<file path="src/rtl/mux16_rr_arbiter_pkg.sv">
// Shared types and the rotating-priority pick used by the 16-way round-robin arbiter.
package arb_pkg;

    localparam int NUM_REQ = 16;
    localparam int SEL_W   = 4;

    typedef enum logic {
        IDLE  = 1'b0,
        GRANT = 1'b1
    } arb_state_t;

    typedef struct packed {
        logic             found;
        logic [SEL_W-1:0] idx;
    } pick_t;

    // First set request scanning ptr, ptr+1, ... with 4-bit wrap.
    function automatic pick_t rr_pick16(input logic [NUM_REQ-1:0] req,
                                        input logic [SEL_W-1:0]   ptr);
        pick_t            res;
        logic [SEL_W-1:0] cand;
        res = '0;
        for (int i = 0; i < NUM_REQ; i++) begin
            cand = ptr + SEL_W'(i);
            if (!res.found && req[cand]) begin
                res.found = 1'b1;
                res.idx   = cand;
            end
        end
        return res;
    endfunction

endpackage

</file>
<file path="src/rtl/mux16_rr_arbiter_mux16.sv">
// 16:1 datapath multiplexer; slice i of data is selected when sel == i.
module mux16 #(
    parameter int N = 4
) (
    input  logic [16*N-1:0] data,
    input  logic [3:0]      sel,
    output logic [N-1:0]    y
);

    assign y = data[sel*N +: N];

endmodule

</file>
<file path="src/rtl/mux16_rr_arbiter.sv">
// Round-robin arbiter sharing one valid/ready channel among 16 requesters,
// locking each grant for up to MAX_BURST beats with an IDLE bubble between grants.
module mux16_rr_arbiter
    import arb_pkg::*;
#(
    parameter int N         = 4,
    parameter int MAX_BURST = 4
) (
    input  logic                 clk,
    input  logic                 rst_n,
    input  logic [NUM_REQ-1:0]   in_valid,
    input  logic [NUM_REQ*N-1:0] in_data,
    output logic [NUM_REQ-1:0]   in_ready,
    output logic                 out_valid,
    output logic [N-1:0]         out_data,
    input  logic                 out_ready,
    output logic [SEL_W-1:0]     out_select,
    output logic                 busy
);

    localparam logic [7:0] BURST_LAST = 8'(MAX_BURST - 1);

    arb_state_t       state, state_nx;
    logic [SEL_W-1:0] sel_nx;
    logic [SEL_W-1:0] rr_ptr, rr_ptr_nx;
    logic [7:0]       beat_cnt, beat_cnt_nx;
    logic             hs;
    pick_t            pick;

    always_ff @(posedge clk or negedge rst_n) begin
        if (!rst_n) begin
            state      <= IDLE;
            out_select <= '0;
            rr_ptr     <= '0;
            beat_cnt   <= '0;
        end else begin
            state      <= state_nx;
            out_select <= sel_nx;
            rr_ptr     <= rr_ptr_nx;
            beat_cnt   <= beat_cnt_nx;
        end
    end

    always_comb begin
        state_nx    = state;
        sel_nx      = out_select;
        rr_ptr_nx   = rr_ptr;
        beat_cnt_nx = beat_cnt;
        out_valid   = 1'b0;
        busy        = 1'b0;
        hs          = 1'b0;
        in_ready    = '0;
        pick        = rr_pick16(in_valid, rr_ptr);

        case (state)
            IDLE: begin
                if (pick.found) begin
                    sel_nx      = pick.idx;
                    beat_cnt_nx = '0;
                    state_nx    = GRANT;
                end
            end
            GRANT: begin
                busy      = 1'b1;
                out_valid = in_valid[out_select];
                hs        = out_valid & out_ready;
                in_ready  = NUM_REQ'(hs) << out_select;
                if (hs) begin
                    if (beat_cnt == BURST_LAST) begin
                        beat_cnt_nx = '0;
                        rr_ptr_nx   = out_select + SEL_W'(1);
                        state_nx    = IDLE;
                    end else begin
                        beat_cnt_nx = beat_cnt + 8'd1;
                    end
                end else if (!out_valid) begin
                    // Requester withdrew or finished early: give up the slot.
                    beat_cnt_nx = '0;
                    rr_ptr_nx   = out_select + SEL_W'(1);
                    state_nx    = IDLE;
                end
            end
            default: state_nx = IDLE;
        endcase
    end

    mux16 #(.N(N)) u_mux (
        .data (in_data),
        .sel  (out_select),
        .y    (out_data)
    );

endmodule

</file>
<file path="config.mk">
export PLATFORM = sky130hd
export DESIGN_NAME = mux16_rr_arbiter
export DESIGN_NICKNAME = d
export VERILOG_FILES = /design/src/rtl/mux16_rr_arbiter_pkg.sv /design/src/rtl/mux16_rr_arbiter_mux16.sv /design/src/rtl/mux16_rr_arbiter.sv
export SDC_FILE = /design/constraint.sdc
export NUM_CORES = 1
export LEC_CHECK = 0
export BUFFER_PORTS_ARGS = -buffer_cell sky130_fd_sc_hd__buf_2
export CORE_UTILIZATION = 55
export DETAILED_ROUTE_END_ITERATION = 6
export GPL_TIMING_DRIVEN = 0
export PLACE_DENSITY = 0.83
export SLEW_MARGIN = 40
export SYNTH_ARGS = -nofsm -noshare
export SYNTH_HDL_FRONTEND = slang
export SYNTH_SLANG_ARGS = --single-unit
</file>
<file path="constraint.sdc">
create_clock -name clk -period 5.36 [get_ports clk]
set_clock_uncertainty 0.1 [all_clocks]
set_input_delay 0.268 -clock clk [delete_from_list [all_inputs] [get_ports clk]]
set_output_delay 0.268 -clock clk [all_outputs]
set_load 0.05 [all_outputs]
</file>
# Word-level counts from Yosys, hierarchy flattened

Index checks and enable logic that the tools add are counted.

Reduce and logical (&&, ||, !) cells: 33
Multiplexer cells: 66
Equal/unequal tests: 5
Bitwise gates (word level): 2
Magnitude comparators: 17
Shift operators: 2
Add/subtract/negate cells: 17

Operator list:

| operator            | number |
|---|---|
| $lt 4x5->1 const B  | 17 |
| $mux 5              | 16 |
| $bmux 1 s4          | 17 |
| $shiftx 64x7->4     | 1 |
| $add 4x4->4 const B | 8 |
| $mux 8              | 4 |
| $mux 1              | 23 |
| $add 4x3->4 const B | 4 |
| $mux 16             | 1 |
| $pmux 8 s2          | 1 |
| $shl 1x4->16        | 1 |
| $logic_and 1x1->1   | 15 |
| $logic_not 1->1     | 15 |
| $mux 4              | 3 |
| $add 4x1->4 const B | 2 |
| $add 4x2->4 const B | 2 |
| $add 8x1->8 const B | 1 |
| $eq 8x2->1 const B  | 1 |
| $ne 2x1->1 const B  | 2 |
| $reduce_and 2->1    | 2 |
| $ne 3x2->1 const B  | 1 |
| $reduce_and 3->1    | 1 |
| $ne 2x2->1 const B  | 1 |
| $pmux 1 s2          | 1 |
| 2 further kinds     | 2 |

Word-level logic and storage cells: 146
Output and inout bits: 26
Bits in registers: 17
Bits of input ports: 83

# Depth between registers and ports, before layout

Depth after elaboration: 50
Gate-level depth with buffers: 17
Depth with buffers taken out: 11

# Cells and area by module

Synthesis repeated with hierarchy kept, for this count alone.

Cell total of the unflattened synthesis: 433
Area, all modules: 3,938.8 µm²

By module, submodules not included:

| module           | area each (µm²) | cells each | seq. area each (µm²) | times used |
|---|---|---|---|---|
| mux16_rr_arbiter | 3,384.5         | 394        | 425.4                | 1 |
| mux16            | 554.3           | 39         | 0.0                  | 1 |

# Least setup slack after synthesis

Ideal clock, no wire load.

Kind: register to output
Start: register out_select[0]
End: output port in_ready[0]
Slack: 1.452 ns
Data required time: 4.992 ns
Arrival time: 3.540 ns
Cell stages (with the launch flop): 11
Buffers on the path: 2
Cell sequence: dfrtp_1 > clkbuf_1 > mux4_2 > nor2b_1 > a211oi_1 > a21oi_1 > and2_1 > clkbuf_1 > nand2_1 > or3_1 > nor2_1

Word-level cells in the longest chain between the ends: 5

Ends and longest elaborated chain:

| element                      | RTL line               | RTL |
|---|---|---|
| start: declaration           | mux16_rr_arbiter.sv:17 | `output logic [SEL_W-1:0] out_select,` |
| start signal: assignment     | mux16_rr_arbiter.sv:38 | `out_select <= sel_nx;` |
| $bmux 1 s4                   | mux16_rr_arbiter.sv:65 | `out_valid = in_valid[out_select];` |
| $mux 1 (not written as such) | mux16_rr_arbiter.sv:65 |  |
| $and 1x1->1                  | mux16_rr_arbiter.sv:66 | `hs = out_valid & out_ready;` |
| $shl 1x4->16 (*)             | mux16_rr_arbiter.sv:67 | `in_ready = NUM_REQ'(hs) << out_select;` |
| $mux 16 (*)                  | mux16_rr_arbiter.sv:55 | `case (state)` |
| end: declaration             | mux16_rr_arbiter.sv:13 | `output logic [NUM_REQ-1:0] in_ready,` |

Mark *: on every way between the ends. The rest lies on a longest branch, timed or not. The select of a mux whose other input is x is not followed.

# Final worst setup path

Start: register rr_ptr[2]
End: register out_select[2]

Word-level cells in the longest chain between the ends: 49
Elaborated cells on any way between the ends: 94
Those cells by class: 15 x add/sub; 48 x mux; 31 x reduce/logical

Ends and longest elaborated chain:

| element                                                              | RTL line                   | RTL |
|---|---|---|
| start: declaration                                                   | mux16_rr_arbiter.sv:25     | `logic [SEL_W-1:0] rr_ptr, rr_ptr_nx;` |
| start signal: assignment                                             | mux16_rr_arbiter.sv:39     | `rr_ptr <= rr_ptr_nx;` |
| parallel branches: the longest is 47 deep, another holds $add 4x1->4 | --                         |  |
| $mux 5 (*)                                                           | mux16_rr_arbiter_pkg.sv:25 | `if (!res.found && req[cand]) begin` |
| $reduce_and 2->1 (no source line)                                    | --                         |  |

Mark *: on every way between the ends. The select of a mux whose other input is x is not followed.
A chain may end at the register's enable or synchronous reset.

==> metrics.md <==
| Metric | Value |
|---|---|
| Post-synth EDFFs | `0` |
| Worst Path Required | `5380 ps` |
| Max-slew violation count | `0` |
| Number of DRC markers after the initial detailed-route iteration | `390` |
| Via count of the first global-routing pass | `4,264` |
| Kind of end point of the critical path | `flip-flop` |
| Hold Crit Class | `in2async` |
| Share of final-layout standard cells stronger than drive strength 1 | `35.25%` |
| Setup repair after global routing missed its margin | `no` |
| Via count | `4,459` |
| Critical Path End | `out_select[2]` |
| Fraction of registers with async set or reset after synthesis | `100.0%` |
| Post-synthesis instance area | `4048 um2` |
| Mean cell area of the mapped netlist | `8.799 um2` |
| Portion of the post-synthesis area used by sequential elements | `10.51%` |
| Library cells used by synthesis | `70` |
| Largest net degree at the start of global routing | `18` |
| Total negative setup slack | `0 ps` |
| Instance count of the mapped netlist | `460` |
| Cells taking the most area after synthesis | `sky130_fd_sc_hd__mux4_2 19%, sky130_fd_sc_hd__dfrtp_1 11%, sky130_fd_sc_hd__mux2_2 7.2%` |
| Setup crit start kind | `flip-flop` |
| Last weighted congestion value of the routability-driven placer | `0.9571` |
| Die boundary height | `87.79 um` |
| Summed area of non-filler cells in the final layout | `4776 um2` |
| Primary flip-flop cell chosen by synthesis mapping | `sky130_fd_sc_hd__dfrtp_1` |
| Reg-to-reg startpoint | `rr_ptr[2]` |
| Clock network latency to the later pin of the worst-skew pair | `270 ps` |
| Wire length of the first global-routing pass | `21,200 um` |
| Total global routing overflow | `0` |
| Die Area | `7706 um2` |
| Period utilisation layout | `92.38%` |
| FF-to-FF End | `out_select[2]` |
| Floorplan die width | `87.79 um` |
| Starting Density | `58.29%` |
| Synth warnings | `0` |
| Result of the run | `finished clean` |
| Count of boundary I/O pins | `109` |
| Critical Path Fanout Max | `12` |
| Number of nets in the layout | `666` |
| Drc violations | `0` |
| Kind of critical path | `reg2reg` |
| Timing startpoint of the critical path | `rr_ptr[2]` |
| Routed Antenna Nets | `0` |
| Reg2Reg Setup Slack | `410 ps` |
| Fillers | `547` |
| Area fraction of the dominant cell type after synthesis | `18.92%` |
| Setup-failing EPs final | `0` |
| Maximum frequency from static timing analysis | `202.0 MHz` |
| Worst-path clk slew | `80 ps` |
| Maximum count of clock buffers along a single path | `2` |
| Yosys top cell by area | `sky130_fd_sc_hd__mux4_2` |
| Via-to-Cell Ratio | `6.665` |
| Antenna violations before repair | `0` |
| First-pass detailed-route iteration total | `5` |
| Critical Path AT | `4980 ps` |
| Total cell area at the placement stage | `4708 um2` |
| Clock tree from TritonCTS | `done` |
| Worst-case headroom to the max-slew limit | `43.54%` |
| H-tree level count | `1` |
| Count of buffers from port buffering | `108` |
| Core region area | `6944 um2` |
| # diodes | `0` |
| Detailed Place HPWL | `10,480 um` |
| Post-route minimum period | `4952 ps` |
| Max_cap viols | `0` |
| Global-route usage over all layers | `35.50%` |
| Total CTS buffers | `3` |
| Standard-cell row count | `30` |
| Transition at the pin with the smallest max-transition slack | `840.8 ps` |
| Hold Vio Cnt, Final | `0` |
| Net count after synthesis | `552` |
| P&R area growth vs syn | `17.99%` |
| WL per Instance | `19.82 um` |
| CTS Root Buffer Type | `sky130_fd_sc_hd__clkbuf_8` |
| Logic depth of the worst register-to-register path | `15` |
| Total wirelength of the detailed-routed design | `13,260 um` |
| Post-synthesis register bit count | `17` |
| Clock net sink count | `17` |
==> per-layer routing <==
layer / vias up / GRT usage [%] / part of all wire (%) / wire [um]
met2: 261 / 56.87 / 49 / 6555
met3: 41 / 5.467 / 8.2 / 1087
met1: 2147 / 48.80 / 40 / 5268
li1: 2010 / - / - / -
met5: - / 0 / 0 / 0
met4: 0 / 12.82 / 2.6 / 350
==> registers in the layout, summed over array words and instances (netlist names) <==
register,count
beat_cnt,8
out_select,4
rr_ptr,4
state,1
==> logic make-up after synthesis <==
group                    count (synthesis)  share of synthesized area, %
AO/OA/AOI/OAI                          118                         19.91
buffers and inverters                   49                         5.966
AND/OR/NAND/NOR                        158                         20.09
XOR/XNOR                                14                         3.029
flip-flops                              17                         10.51
adder cells (fa/ha/maj)                  9                         2.782
multiplexers                            95                         37.71
==> worst min-delay path by stage <==
stage                         start           to  slack, ps
after detailed placement      rst_n  beat_cnt[6]        110
final                         rst_n  beat_cnt[6]        360
after CTS                 out_ready  beat_cnt[4]        350
after global placement        rst_n  beat_cnt[6]        110
after global routing          rst_n  beat_cnt[6]        390
after floorplan               rst_n  beat_cnt[0]       -130
==> final cells by class <==
type | count | area, um2 | area share [%]
repair buffers | 109 | 550.5 | 11.53
well taps | 96 | 120.1 | 2.515
clock inverters | 1 | 7.507 | 0.1572
clock buffers | 3 | 41.29 | 0.8646
inverters | 18 | 67.56 | 1.415
multi-input cells | 394 | 3388 | 70.95
plain buffers | 31 | 175.2 | 3.668
flip-flops and latches | 17 | 425.4 | 8.908
==> critical path, stage by stage (launching register included) <==
cell and delay, ps:
sky130_fd_sc_hd__dfrtp_1 370, sky130_fd_sc_hd__clkbuf_1 280, sky130_fd_sc_hd__clkbuf_2 350, sky130_fd_sc_hd__inv_1 150, sky130_fd_sc_hd__buf_1 340, sky130_fd_sc_hd__ha_1 400, sky130_fd_sc_hd__clkbuf_1 410, sky130_fd_sc_hd__clkinv_1 390
sky130_fd_sc_hd__nand3_1 220, sky130_fd_sc_hd__nand4_1 360, sky130_fd_sc_hd__nor4_4 470, sky130_fd_sc_hd__nand4_1 170, sky130_fd_sc_hd__nor2_1 260, sky130_fd_sc_hd__a22oi_1 110, sky130_fd_sc_hd__a211oi_1 310, sky130_fd_sc_hd__o31ai_1 120
==> Yosys cell counts (3+ instances only) <==
cell type                   number
sky130_fd_sc_hd__clkbuf_1       15
sky130_fd_sc_hd__a22oi_1         6
sky130_fd_sc_hd__ha_1            9
sky130_fd_sc_hd__nor2_1         49
sky130_fd_sc_hd__and2_1          4
sky130_fd_sc_hd__nor3_1          7
sky130_fd_sc_hd__a221oi_1        5
sky130_fd_sc_hd__nor2b_1         4
sky130_fd_sc_hd__inv_1          16
sky130_fd_sc_hd__mux2i_1        24
sky130_fd_sc_hd__a211oi_1        8
sky130_fd_sc_hd__o22ai_1         6
sky130_fd_sc_hd__xnor2_1         7
sky130_fd_sc_hd__nand2b_1        9
sky130_fd_sc_hd__nand3_1        16
sky130_fd_sc_hd__xor2_1          7
sky130_fd_sc_hd__buf_2           4
sky130_fd_sc_hd__a21oi_1        19
sky130_fd_sc_hd__mux2_2         26
sky130_fd_sc_hd__mux4_2         34
sky130_fd_sc_hd__o21ai_0        28
sky130_fd_sc_hd__and3_1          4
sky130_fd_sc_hd__o31ai_1         4
sky130_fd_sc_hd__a21o_1          5
sky130_fd_sc_hd__nand2_1        44
sky130_fd_sc_hd__a311oi_1        3
sky130_fd_sc_hd__nand3b_1        3
sky130_fd_sc_hd__dfrtp_1        17
sky130_fd_sc_hd__mux4_1          6
sky130_fd_sc_hd__a21boi_0        3
sky130_fd_sc_hd__buf_1           3
sky130_fd_sc_hd__buf_4           4
sky130_fd_sc_hd__a2111oi_0       3
sky130_fd_sc_hd__buf_6           5
sky130_fd_sc_hd__o211ai_1        5
sky130_fd_sc_hd__and4_1          3
sky130_fd_sc_hd__mux2_1          3
==> per-stage QoR <==
step                      std cells  hold WS (ps)  setup WS, ps  utilization, %
after detailed placement        664         110.5         329.0           67.80
final                           669         355.4         408.4           68.77
after global routing            669         394.2         136.7           68.77
after floorplan                 460        -127.6          1452               -
after global placement          664         106.0         496.7           67.80
after CTS                       669         345.7         311.1           68.65
==> layout by cell type, fill, tap and decap left out, types with 4 or more instances in the layout <==
master                     instances
sky130_fd_sc_hd__nand2_1          44
sky130_fd_sc_hd__ha_1              9
sky130_fd_sc_hd__nand2b_1          9
sky130_fd_sc_hd__nor3_1            7
sky130_fd_sc_hd__buf_4             4
sky130_fd_sc_hd__a21oi_1          19
sky130_fd_sc_hd__o211ai_1          5
sky130_fd_sc_hd__dfrtp_1          17
sky130_fd_sc_hd__a211oi_1          8
sky130_fd_sc_hd__nand3_1          16
sky130_fd_sc_hd__clkbuf_1         14
sky130_fd_sc_hd__mux2_2           26
sky130_fd_sc_hd__mux2i_1          24
sky130_fd_sc_hd__buf_6             5
sky130_fd_sc_hd__and2_1            4
sky130_fd_sc_hd__inv_1            16
sky130_fd_sc_hd__nor2_1           49
sky130_fd_sc_hd__and3_1            4
sky130_fd_sc_hd__xnor2_1           6
sky130_fd_sc_hd__mux4_1            6
sky130_fd_sc_hd__o31ai_1           4
sky130_fd_sc_hd__a22oi_1           6
sky130_fd_sc_hd__a21o_1            5
sky130_fd_sc_hd__buf_2           112
sky130_fd_sc_hd__mux4_2           34
sky130_fd_sc_hd__o21ai_0          28
sky130_fd_sc_hd__a221oi_1          5
sky130_fd_sc_hd__o22ai_1           6
sky130_fd_sc_hd__nor2b_1           4
sky130_fd_sc_hd__xor2_1            7
==> what timing repair did <==
| action | 4_1_cts | 5_1_grt |
|---|---|---|
| hold buffers | 1 | 0 |
| endpoints found under the hold margin | 17 | 0 |
| buffers inserted | 0 | 0 |
| endpoints found under the setup margin | 0 | 7 |
| gates resized for setup | 0 | 2 |
Power is left out: the tool's default activity adds up to more than one toggle a clock period on the data nets, which glitch-free logic cannot reach.
